--- src/rtl/times_table_arbiter_if.sv ---
`timescale 1ns/1ps
// times_table_arbiter_if
// Bundles the two requester ports, the two response ports, the multiplier
// drive/return path and the per-port completion counters of the
// times_table_arbiter.
//
// Handshake: a request transfers on a rising edge where reqN_valid and
// reqN_ready are both high. reqN_ready is a pure function of the current
// valids and the arbiter's last grant, so a requester raises valid without
// waiting for ready. It then keeps a/b stable until the transfer happens.
// Responses (rspN_valid) are single-cycle pulses with no back-pressure.
//
// Modports:
//   slave  - the arbiter's view: takes requests and mul_result, drives
//            everything else.
//   master - the environment's view: requesters, multiplier, observers.
interface times_table_arbiter_if;
  logic       req0_valid;
  logic [2:0] req0_a;
  logic [2:0] req0_b;
  logic       req0_ready;
  logic       req1_valid;
  logic [2:0] req1_a;
  logic [2:0] req1_b;
  logic       req1_ready;
  logic       rsp0_valid;
  logic [5:0] rsp0_result;
  logic       rsp1_valid;
  logic [5:0] rsp1_result;
  logic       mul_enable;
  logic [2:0] mul_a;
  logic [2:0] mul_b;
  logic [5:0] mul_result;
  logic [7:0] done0_cnt;
  logic [7:0] done1_cnt;

  modport slave (
    input  req0_valid, req0_a, req0_b,
    input  req1_valid, req1_a, req1_b,
    input  mul_result,
    output req0_ready, req1_ready,
    output rsp0_valid, rsp0_result, rsp1_valid, rsp1_result,
    output mul_enable, mul_a, mul_b,
    output done0_cnt, done1_cnt
  );

  modport master (
    output req0_valid, req0_a, req0_b,
    output req1_valid, req1_a, req1_b,
    output mul_result,
    input  req0_ready, req1_ready,
    input  rsp0_valid, rsp0_result, rsp1_valid, rsp1_result,
    input  mul_enable, mul_a, mul_b,
    input  done0_cnt, done1_cnt
  );
endinterface

--- src/rtl/times_table_arbiter.sv ---
`timescale 1ns/1ps
// times_table_arbiter
// Shares one registered 3x3-bit multiplier between two requesters. A
// round-robin arbiter grants one request per cycle and drives the multiplier
// directly. A tag pipeline as deep as the multiplier latency remembers which
// port issued each operation. The product is returned to that port as a
// one-cycle pulse, and a per-port completion counter is kept.
//
// Parameters:
//   MUL_LATENCY - edges from issue to a valid mul_result (legal range 1..4).
// Ports:
//   clk   - rising-edge clock
//   rst_n - asynchronous active-low reset
//   bus   - times_table_arbiter_if.slave: requests, responses, multiplier
//           drive/return, completion counters
module times_table_arbiter #(
  parameter int MUL_LATENCY = 1
) (
  input  logic                  clk,
  input  logic                  rst_n,
  times_table_arbiter_if.slave  bus
);

  logic                   last_grant;
  logic                   grant0;
  logic                   grant1;
  logic                   accept;
  logic                   accept_id;
  logic [MUL_LATENCY-1:0] tag_valid;
  logic [MUL_LATENCY-1:0] tag_id;
  logic                   last_valid;
  logic                   last_id;
  logic                   rsp0_valid_q;
  logic                   rsp1_valid_q;
  logic [5:0]             rsp0_result_q;
  logic [5:0]             rsp1_result_q;
  logic [7:0]             done0_q;
  logic [7:0]             done1_q;

  // Round robin: an uncontested port always wins. When both ports request,
  // the port that did not win the last accepted grant wins.
  always_comb begin
    grant0 = 1'b0;
    grant1 = 1'b0;
    grant0 = bus.req0_valid & (~bus.req1_valid | last_grant);
    grant1 = bus.req1_valid & (~bus.req0_valid | ~last_grant);
  end

  // A grant implies valid, so every grant is an acceptance.
  assign accept    = grant0 | grant1;
  assign accept_id = grant1;

  assign bus.req0_ready = grant0;
  assign bus.req1_ready = grant1;

  // Multiplier drive. Operands are forced to zero when idle.
  always_comb begin
    bus.mul_enable = accept;
    bus.mul_a      = 3'd0;
    bus.mul_b      = 3'd0;
    if (grant0) begin
      bus.mul_a = bus.req0_a;
      bus.mul_b = bus.req0_b;
    end else if (grant1) begin
      bus.mul_a = bus.req1_a;
      bus.mul_b = bus.req1_b;
    end
  end

  always_ff @(posedge clk or negedge rst_n) begin
    if (!rst_n) begin
      last_grant <= 1'b1;
    end else if (accept) begin
      last_grant <= accept_id;
    end
  end

  // Tag pipeline runs in lockstep with the multiplier. Stage 0 is written on
  // the issue edge, so the last stage lines up with the edge where mul_result
  // holds that product. Reset clears all valids, which drops in-flight work.
  always_ff @(posedge clk or negedge rst_n) begin
    if (!rst_n) begin
      tag_valid <= '0;
      tag_id    <= '0;
    end else begin
      tag_valid[0] <= accept;
      tag_id[0]    <= accept_id;
      for (int i = 1; i < MUL_LATENCY; i++) begin
        tag_valid[i] <= tag_valid[i-1];
        tag_id[i]    <= tag_id[i-1];
      end
    end
  end

  assign last_valid = tag_valid[MUL_LATENCY-1];
  assign last_id    = tag_id[MUL_LATENCY-1];

  // Response registers. A non-responding port keeps its last result. The
  // counter steps on the same edge that raises the pulse.
  always_ff @(posedge clk or negedge rst_n) begin
    if (!rst_n) begin
      rsp0_valid_q  <= 1'b0;
      rsp1_valid_q  <= 1'b0;
      rsp0_result_q <= 6'd0;
      rsp1_result_q <= 6'd0;
      done0_q       <= 8'd0;
      done1_q       <= 8'd0;
    end else begin
      rsp0_valid_q <= last_valid & ~last_id;
      rsp1_valid_q <= last_valid & last_id;
      if (last_valid && !last_id) begin
        rsp0_result_q <= bus.mul_result;
        done0_q       <= done0_q + 8'd1;
      end
      if (last_valid && last_id) begin
        rsp1_result_q <= bus.mul_result;
        done1_q       <= done1_q + 8'd1;
      end
    end
  end

  assign bus.rsp0_valid  = rsp0_valid_q;
  assign bus.rsp1_valid  = rsp1_valid_q;
  assign bus.rsp0_result = rsp0_result_q;
  assign bus.rsp1_result = rsp1_result_q;
  assign bus.done0_cnt   = done0_q;
  assign bus.done1_cnt   = done1_q;

endmodule

--- src/flat_wrapper.sv ---
// flat-port wrapper written by rule: the top's interface ports become plain ports
module times_table_arbiter_flat 
#(
  parameter int MUL_LATENCY = 1
)
  (clk, rst_n, bus_req0_valid, bus_req0_a, bus_req0_b, bus_req1_valid, bus_req1_a, bus_req1_b, bus_mul_result, bus_req0_ready, bus_req1_ready, bus_rsp0_valid, bus_rsp0_result, bus_rsp1_valid, bus_rsp1_result, bus_mul_enable, bus_mul_a, bus_mul_b, bus_done0_cnt, bus_done1_cnt);
  times_table_arbiter_if bus_i ();
  input  logic clk;
  input  logic rst_n;
  input wire logic [$bits(bus_i.req0_valid)-1:0] bus_req0_valid;
  input wire logic [$bits(bus_i.req0_a)-1:0] bus_req0_a;
  input wire logic [$bits(bus_i.req0_b)-1:0] bus_req0_b;
  input wire logic [$bits(bus_i.req1_valid)-1:0] bus_req1_valid;
  input wire logic [$bits(bus_i.req1_a)-1:0] bus_req1_a;
  input wire logic [$bits(bus_i.req1_b)-1:0] bus_req1_b;
  input wire logic [$bits(bus_i.mul_result)-1:0] bus_mul_result;
  output wire logic [$bits(bus_i.req0_ready)-1:0] bus_req0_ready;
  output wire logic [$bits(bus_i.req1_ready)-1:0] bus_req1_ready;
  output wire logic [$bits(bus_i.rsp0_valid)-1:0] bus_rsp0_valid;
  output wire logic [$bits(bus_i.rsp0_result)-1:0] bus_rsp0_result;
  output wire logic [$bits(bus_i.rsp1_valid)-1:0] bus_rsp1_valid;
  output wire logic [$bits(bus_i.rsp1_result)-1:0] bus_rsp1_result;
  output wire logic [$bits(bus_i.mul_enable)-1:0] bus_mul_enable;
  output wire logic [$bits(bus_i.mul_a)-1:0] bus_mul_a;
  output wire logic [$bits(bus_i.mul_b)-1:0] bus_mul_b;
  output wire logic [$bits(bus_i.done0_cnt)-1:0] bus_done0_cnt;
  output wire logic [$bits(bus_i.done1_cnt)-1:0] bus_done1_cnt;
  assign bus_i.req0_valid = bus_req0_valid;
  assign bus_i.req0_a = bus_req0_a;
  assign bus_i.req0_b = bus_req0_b;
  assign bus_i.req1_valid = bus_req1_valid;
  assign bus_i.req1_a = bus_req1_a;
  assign bus_i.req1_b = bus_req1_b;
  assign bus_i.mul_result = bus_mul_result;
  assign bus_req0_ready = bus_i.req0_ready;
  assign bus_req1_ready = bus_i.req1_ready;
  assign bus_rsp0_valid = bus_i.rsp0_valid;
  assign bus_rsp0_result = bus_i.rsp0_result;
  assign bus_rsp1_valid = bus_i.rsp1_valid;
  assign bus_rsp1_result = bus_i.rsp1_result;
  assign bus_mul_enable = bus_i.mul_enable;
  assign bus_mul_a = bus_i.mul_a;
  assign bus_mul_b = bus_i.mul_b;
  assign bus_done0_cnt = bus_i.done0_cnt;
  assign bus_done1_cnt = bus_i.done1_cnt;
  times_table_arbiter #(.MUL_LATENCY(MUL_LATENCY)) u_core (.clk(clk), .rst_n(rst_n), .bus(bus_i));
endmodule
--- config.mk ---
export PLATFORM = sky130hd
export DESIGN_NAME = times_table_arbiter_flat
export DESIGN_NICKNAME = d
export VERILOG_FILES = /design/src/rtl/times_table_arbiter_if.sv /design/src/rtl/times_table_arbiter.sv /design/src/flat_wrapper.sv
export SDC_FILE = /design/constraint.sdc
export NUM_CORES = 1
export LEC_CHECK = 0
export BUFFER_PORTS_ARGS = -buffer_cell sky130_fd_sc_hd__buf_2
export CAP_MARGIN = 30
export CORE_MARGIN = 2
export CORE_UTILIZATION = 41
export DETAILED_ROUTE_END_ITERATION = 10
export GPL_ROUTABILITY_DRIVEN = 0
export GPL_TIMING_DRIVEN = 0
export PLACE_DENSITY = 0.78
export SLEW_MARGIN = 10
export SYNTH_ARGS = -nofsm -noshare
export SYNTH_HDL_FRONTEND = slang
export SYNTH_SLANG_ARGS = --single-unit
--- constraint.sdc ---
create_clock -name clk -period 1 [get_ports clk]
set_input_delay 0.05 -clock clk [delete_from_list [all_inputs] [get_ports clk]]
set_output_delay 0.05 -clock clk [all_outputs]
set_load 0.03 [all_outputs]
Word-level counts from Yosys, hierarchy flattened
Cells that the tools add are included.
{"block": "totals", "in_bits": 22, "word_cells": 29, "out_inout_bits": 39, "regBits": 33}
{"block": "classes", "muxes": 4, "n_reduce_logical": 3, "add_sub_neg": 2, "bitwise_logic": 11}
{"operator": "$add 8x1->8 const B", "count": 2}
{"operator": "$mux 3", "count": 4}
{"operator": "$and 1x1->1", "count": 4}
{"operator": "$not 1->1", "count": 4}
{"operator": "$or 1x1->1", "count": 3}
{"operator": "$logic_and 1x1->1", "count": 2}
{"operator": "$logic_not 1->1", "count": 1}

Longest topological paths before layout
Gate-level depths: netlist of run 1.
{"block": "logic_depth", "depth_word": 5, "ltp_mapped": 5, "mapped_depth_nobuf": 4}

Worst setup path after synthesis of run 1
OpenSTA, ideal clock, no wires.
{"block": "synth_path", "path_kind": "reg-to-output", "start": "reg u_core.last_grant", "end": "out bus_mul_a[0]", "path_slack_ps": -475, "path_buffers": 0, "stages_incl_launch_ff": 4, "required_time_ps": 950, "arrival_ps": 1425, "path_cell_list": "dfstp_2 -> inv_1 -> a21boi_2 -> a22o_1"}
{"block": "synth_via", "elab_cells_between_ends": 7, "cone_classes": "mux (2); bitwise (5)"}
{"element": "start, declared", "line_no": "times_table_arbiter.sv:24", "source": "logic last_grant;"}
{"element": "start signal, assigned", "line_no": "times_table_arbiter.sv:74", "source": "last_grant <= accept_id;"}
{"element": "$or 1x1->1", "line_no": "times_table_arbiter.sv:45", "source": "grant0 = bus.req0_valid & (~bus.req1_valid | last_grant);"}
{"element": "$and 1x1->1", "line_no": "times_table_arbiter.sv:45"}
{"element": "via bus_req0_ready", "line_no": "flat_wrapper.sv:17", "source": "output wire logic [$bits(bus_i.req0_ready)-1:0] bus_req0_ready;"}
{"element": "$mux 3", "line_no": "times_table_arbiter.sv:61", "source": "if (grant0) begin"}
{"element": "end, declared", "line_no": "flat_wrapper.sv:24", "source": "output wire logic [$bits(bus_i.mul_a)-1:0] bus_mul_a;"}
The timed path passes the listed nets, and every way through them passes these cells.

Final worst setup path of run 1
{"block": "layout_path", "start": "reg u_core.last_grant", "end": "out bus_mul_a[0]"}
{"block": "layout_via", "elab_chain_cells": 5, "elab_cells_between_ends": 7, "cone_classes": "mux (2); bitwise (5)"}
{"element": "$not 1->1", "line_no": "times_table_arbiter.sv:46", "source": "grant1 = bus.req1_valid & (~bus.req0_valid | ~last_grant);"}
{"element": "$or 1x1->1", "line_no": "times_table_arbiter.sv:46"}
{"element": "$and 1x1->1", "line_no": "times_table_arbiter.sv:46"}
{"element": "$mux 3", "line_no": "times_table_arbiter.sv:64", "source": "end else if (grant1) begin"}
{"element": "$mux 3 (*)", "line_no": "times_table_arbiter.sv:61"}
Every way passes the cells marked *; elsewhere a longest branch is shown, timed or not.

==> results_dict.tcl, run 1 <==
set metrics [dict create \
    finalCritPeriodShare_pct 154 \
    nNetsFinal 246 \
    htree_num_levels 2 \
    ctsLongestPathBuffers 2 \
    post_drt_wl_per_cell_um 14.7 \
    fin_ws_ns -0.541 \
    critPathLaunchType "register" \
    ir_worst_vdd_uv 1040 \
    rows 21 \
    worst_pin_slew_ns 0.708 \
    core_um2 3280 \
    grt_pass1_vias 1331 \
    finalSetupTns_ns -6.60 \
    finalWirelength_mm 3.94 \
    cts_root_buffer "clkbuf_4" \
    synthesis.nets 136 \
    ys_seq_area_share_pct 59.7 \
    grt-ovfl-total 0 \
    clkSinkCount 33 \
    die_area_um2 3860 \
    cp.arrival_ns 1.49 \
    ioPinCount 61 \
    rsz0062_at_grt "yes" \
    pre_cts_slack_ns -0.286 \
    syn_area_per_cell_um2 12.4 \
    grt_pass1_wl_mm 6.13 \
    synth_area_um2 1390 \
    r2r_start "u_core.last_id" \
    p_leak_nw 1.33 \
    failed_checks "setup timing" \
    path_class "reg -> out" \
    dr_total_vias 1290 \
    initial_core_util_pct 42.2 \
    report.final.slew_viol_count 0 \
    netlist_instances 112 \
    insertion_delay_ns 0.34 \
    io_buffers 60 \
    hold_path_class "in -> reg" \
    insertedDiodeCount 0 \
    post-route-util_pct 79.1 \
    startpoint "u_core.last_grant" \
    via_per_inst 4.80 \
    worstPathMaxFanout 4 \
    drt_iter0_markers 41 \
    firstDrtPassIters 4 \
    cts_tree "done" \
    layout-drive-gt1-share_pct 70.9 \
    synth_cell_types 24 \
    cts_buffers 5 \
    worstPathRequired_ns 0.95 \
    p_per_area_nw_per_um2 2350 \
    ys_warn_count 0 \
    endpoint_kind "output port" \
    synth_seq_cells 33 \
    fp.dieH_um 62.1 \
    area_growth_pct 87.5 \
    final_cell_mix "35 x buf_2, 33 x buf_6, 23 x buf_4" \
    hold_viol 0 \
    grt_max_degree 34 \
    setup_viol 37 \
    cts.clk_slew.worst_paths_ns 0.09 \
    drv_cap 0 \
    track_usage_pct 20.5 \
    antenna_found_initial 0 \
    mostFrequentLayoutCell "buf_2" \
    fin_skew_ns 0.00685 \
    relSlewSlack_pct 52.8 \
    reg2reg_slack_ns -0.14 \
    status "finished with violations" \
    die_x_um 62.1 \
    postRouteAntennaNets 0 \
    drcViolationCount 0 \
    worstHoldStart "bus_req0_valid" \
    clock.fmax_ghz 0.649 \
    dpl.hpwl_mm 2.20 \
    period_needed_ns 1.54 \
]
-- cell families (layout without fill, tap and decap cells) --
kind of cell / Yosys count / in the layout / synth area share, %
AO/OA/AOI/OAI: 9 / 9 / 5.78
multiplexers: 7 / 7 / 5.69
AND/OR/NAND/NOR: 43 / 43 / 16.0
flip-flops: 33 / 33 / 59.7
adder cells (fa/ha/maj): 2 / 2 / 1.81
buffers and inverters: 4 / 115 / 2.17
XOR/XNOR: 14 / 14 / 8.85
-- stage by stage --
stage | cells | power [mW] | hold WS (ns) | area, µm²
after floorplan | 112 | 3.46 | -0.246 | 1520
after global placement | 218 | 3.99 | 0.128 | 1880
after detailed placement | 218 | 4.08 | 0.145 | 1880
after CTS | 256 | 5.63 | -0.0941 | 2380
after global routing | 269 | 6.40 | 0.0148 | 2600
final | 269 | 6.10 | 0.0102 | 2600
-- registers in the layout, indices dropped and copies added, names as in the netlist --
signal,count
u_core.bus.rsp0_result,6
u_core.bus.rsp1_result,6
u_core.last_id,1
u_core.last_grant,1
u_core.bus.rsp0_valid,1
u_core.bus.rsp1_valid,1
u_core.bus.done0_cnt,8
u_core.last_valid,1
u_core.bus.done1_cnt,8
-- critical path: stages, from the launching register on --
cell and delay (ns):
dfstp_2 0.58, inv_2 0.05, a21boi_4 0.14, buf_6 0.13, a22o_4 0.13, buf_6 0.12
-- metal layers --
| layer | wire (µm) | global-route usage (%) | share of wire [%] | up-vias |
|---|---|---|---|---|
| met5 | 0 | 0 | 0 | - |
| met4 | 108 | 11.9 | 2.7 | 0 |
| met3 | 202 | 4.35 | 5.1 | 11 |
| met2 | 2190 | 38.2 | 56 | 50 |
| met1 | 1440 | 21.1 | 36 | 627 |
| li1 | - | - | - | 602 |
-- report_power, final --
part           switching, mW  internal [mW]
Combinational           1.59           1.57
Clock                  0.440          0.407
Sequential             0.371           1.71
Total                   2.40           3.69
-- timing repair --
action                                  CTS  global route
pin swaps                                30            13
buffers inserted                         23            12
endpoints found under the setup margin   46            57
endpoints found under the hold margin    47             1
hold buffers                              8             1
gates resized for setup                  54            37
-- layout make-up --
class                   instances  area [µm²]
clock inverters                 1        5.00
inverters                       3        18.8
fillers                       203         687
flip-flops and latches         33         842
multi-input cells              75         747
clock buffers                   7        65.1
repair buffers                104         862
well taps                      46        57.6
-- synthesized netlist by cell type --
cell       n  share of area [%]
dfrtp_1   32                 58
inv_8      1               0.81
a21boi_2   2                1.6
inv_1      2               0.54
and4_1     1               0.63
xor2_1     2                1.3
nand2_1   27                7.3
xnor2_1   12                7.6
a22o_1     6                3.8
a21oi_1    1               0.36
nor3_2     1               0.72
or2_2      1               0.45
ha_1       2                1.8
mux2_2     7                5.7
nor2_1     2               0.54
nand4_4    1                1.5
dfstp_2    1                1.9
buf_6      1               0.81
nand2b_1   1               0.45
and3_1     2               0.90
and4b_2    1               0.81
nand2_2    1               0.45
nand3_1    1               0.36
nand4_1    4                1.8
-- worst paths after layout --
check,to,cells after the start
min reg2reg,u_core.bus.rsp0_result[5],2
min,u_core.last_id,2
max,bus_mul_a[0],5
min in group asynchronous,u_core.bus.done0_cnt[5],2
max in group asynchronous,u_core.bus.done1_cnt[1],2
max reg2reg,u_core.bus.done0_cnt[7],3
(Power assumes the default switching activity.)
==> run 2, diff against run 1 <==
- ABC_AREA: not set -> 1
- CORE_UTILIZATION: 41 -> 42
==> results_dict.tcl, run 2 <==
set metrics [dict create \
    worstPathMaxFanout 8 \
    critPathLaunchType "register" \
    cts_buffers 5 \
    core_um2 3340 \
    fp.dieH_um 63.1 \
    synth_ff_type "dfrtp_1" \
    fin_ws_ns -0.519 \
    synth.top_cell.area_share_pct 54.7 \
    area_growth_pct 98.5 \
    worstPathRequired_ns 0.95 \
    ff_latch_area_um2 843 \
    grt_pass1_vias 1480 \
    sw_frac_of_total_pct 40.7 \
    dr_total_vias 1613 \
    endpoint_kind "output port" \
    finalCritPeriodShare_pct 152 \
    reg2reg_slack_ns -0.17 \
    ys_seq_area_share_pct 56.4 \
    reg2reg_to "u_core.bus.done0_cnt[1]" \
    r2r.worst_path.cells 6 \
    synth_top_area_cell "dfrtp_1" \
    ys_warn_count 0 \
    grt_max_degree 34 \
    htree_num_levels 2 \
    die_area_um2 3980 \
    failed_checks "setup timing" \
    final_cell_mix "47 x buf_6, 35 x nand2_1, 28 x buf_4" \
    hold_path_class "in -> reg" \
    ioPinCount 61 \
    r2r_start "u_core.last_valid" \
    initial_core_util_pct 43.9 \
    netlist_instances 170 \
    power.switching_mw 2.82 \
    worstHoldStart "bus_req0_valid" \
    grt_pass1_wl_mm 6.51 \
    dpl.hpwl_mm 2.26 \
    rsz0062_at_grt "yes" \
    drv_cap 0 \
    clock.fmax_ghz 0.658 \
    cts_tree "done" \
    worst_pin_slew_ns 0.745 \
    synthTopCellsByCount "65 x nand2_1, 32 x dfrtp_1, 25 x inv_1" \
    mostFrequentLayoutCell "buf_6" \
    via_per_inst 4.86 \
    p_per_area_nw_per_um2 2380 \
    path_class "reg -> out" \
    antenna_found_initial 0 \
    period_needed_ns 1.52 \
    clkSinkCount 33 \
    fin_skew_ns 0.00780 \
    synth_area_um2 1470 \
    nNetsFinal 309 \
    yosysMostFrequentCell "nand2_1" \
    rows 21 \
    layout-drive-gt1-share_pct 64.0 \
    synth_enable_flop_cells 0 \
    postRouteAntennaNets 0 \
    seqPwrFrac_pct 31.9 \
    finalWirelength_mm 5.61 \
    synth_seq_cells 33 \
    drt_iter0_markers 115 \
    post-route-util_pct 87.1 \
    insertedDiodeCount 0 \
    p_int_mw 4.10 \
    yosys-top-cells-area "dfrtp_1 55%, nand2_1 17%, inv_1 6.4%" \
    relSlewSlack_pct 50.3 \
    min_to "u_core.last_id" \
    insertion_delay_ns 0.34 \
    hold_depth 4 \
    syn_area_per_cell_um2 8.62 \
    hold_viol 0 \
    cp.arrival_ns 1.47 \
    firstDrtPassIters 5 \
    die_x_um 63.1 \
    status "finished with violations" \
    drcViolationCount 0 \
    p_leak_nw 1.50 \
    cts_root_buffer "clkbuf_4" \
    setup_viol 46 \
    synthArstFlopShare_pct 100 \
    ir_worst_vdd_uv 1270 \
    multi_input_area_um2 815 \
    synthesis.nets 194 \
    ctsLongestPathBuffers 2 \
    cts.clk_slew.worst_paths_ns 0.11 \
    post_drt_wl_per_cell_um 16.9 \
    num-fill-cells 170 \
    synth_cell_types 20 \
    report.final.slew_viol_count 0 \
    track_usage_pct 21.4 \
    p_comb_share_pct 49.5 \
    pre_cts_slack_ns -0.114 \
    io_buffers 60 \
    grt-ovfl-total 0 \
    power_frac_clock_pct 18.6 \
]
## run 2: changes by cell type after synthesis, sizes merged, moves of 7 or more
cell   before  now
inv         3   25
mux2        7    0
nand2      28   66
nor2        2   10
o21ai       0   13
xnor2      12    3
## run 2: worst max path at each step
stage	start	to	slack (ns)	depth (start not counted)
2_1_floorplan	u_core.last_grant	bus_mul_a[0]	-0.15	5
3_3_place_gp	u_core.last_grant	bus_mul_b[2]	-0.11	6
3_5_place_dp	u_core.last_grant	bus_mul_b[0]	-0.11	6
4_1_cts	u_core.last_grant	bus_mul_b[2]	-0.45	6
5_1_grt	u_core.last_grant	bus_mul_b[0]	-0.58	6
6_report	u_core.last_grant	bus_mul_b[2]	-0.52	6
## run 2: per-layer routing
metal	up-vias	GRT usage [%]	part of all wire [%]
li1	750	-	-
met5	-	0	0
met3	11	8.21	5.7
met1	783	24.6	37
met2	69	36.7	55
met4	0	6.67	2.7
## run 2: cell type report
class | instances | area share, %
buffer | 1 | 0.387
clock buffer | 5 | 1.29
clock inverter | 3 | 2.24
inverter | 26 | 4.04
multi-input combinational | 110 | 28.0
sequential | 33 | 29.0
tap | 46 | 1.98
timing repair buffer | 108 | 33.0
## run 2: worst max-delay path, cell delays in order, from the launching register on
cell     delay, ns
dfstp_2       0.62
nand2_2       0.10
nand2_4       0.11
inv_8         0.06
nand2_2       0.07
nand2_2       0.05
buf_6         0.13
## run 2: power by group through the flow
stage | Combinational, mW | Clock [mW] | Sequential [mW]
final | 3.43 | 1.29 | 2.20
after CTS | 2.74 | 1.27 | 2.09
after global routing | 3.57 | 1.38 | 2.24
after detailed placement | 1.90 | 0 | 2.11
after global placement | 1.85 | 0 | 2.09
after floorplan | 0.707 | 0 | 2.70
## run 2: timing repair
item	CTS	global route
gates cloned	1	1
hold buffers	8	0
hold endpoints to repair	46	0
setup buffers	23	17
resized for setup	65	119
pin swaps	24	18
setup endpoints to repair	47	64
## run 2: metrics by stage
stage | total power [mW] | instance area, µm² | std cells | setup TNS [ns] | hold WS, ns
after detailed placement | 4.01 | 1910 | 276 | -1.76 | 0.157
after floorplan | 3.41 | 1550 | 170 | -1.36 | -0.246
after global placement | 3.94 | 1910 | 276 | -1.28 | 0.146
final | 6.92 | 2910 | 332 | -7.65 | 0.118
after global routing | 7.19 | 2910 | 332 | -9.74 | 0.102
after CTS | 6.10 | 2470 | 315 | -4.32 | 0.0457
## run 2: cell families (layout without fill, tap and decap cells)
group / after synthesis / in the layout / share of synthesized area [%]
flip-flops: 33 / 33 / 56.4
AND/OR/NAND/NOR: 86 / 87 / 25.1
XOR/XNOR: 8 / 8 / 4.78
buffers and inverters: 28 / 143 / 7.51
AO/OA/AOI/OAI: 13 / 13 / 4.44
adder cells (fa/ha/maj): 2 / 2 / 1.71
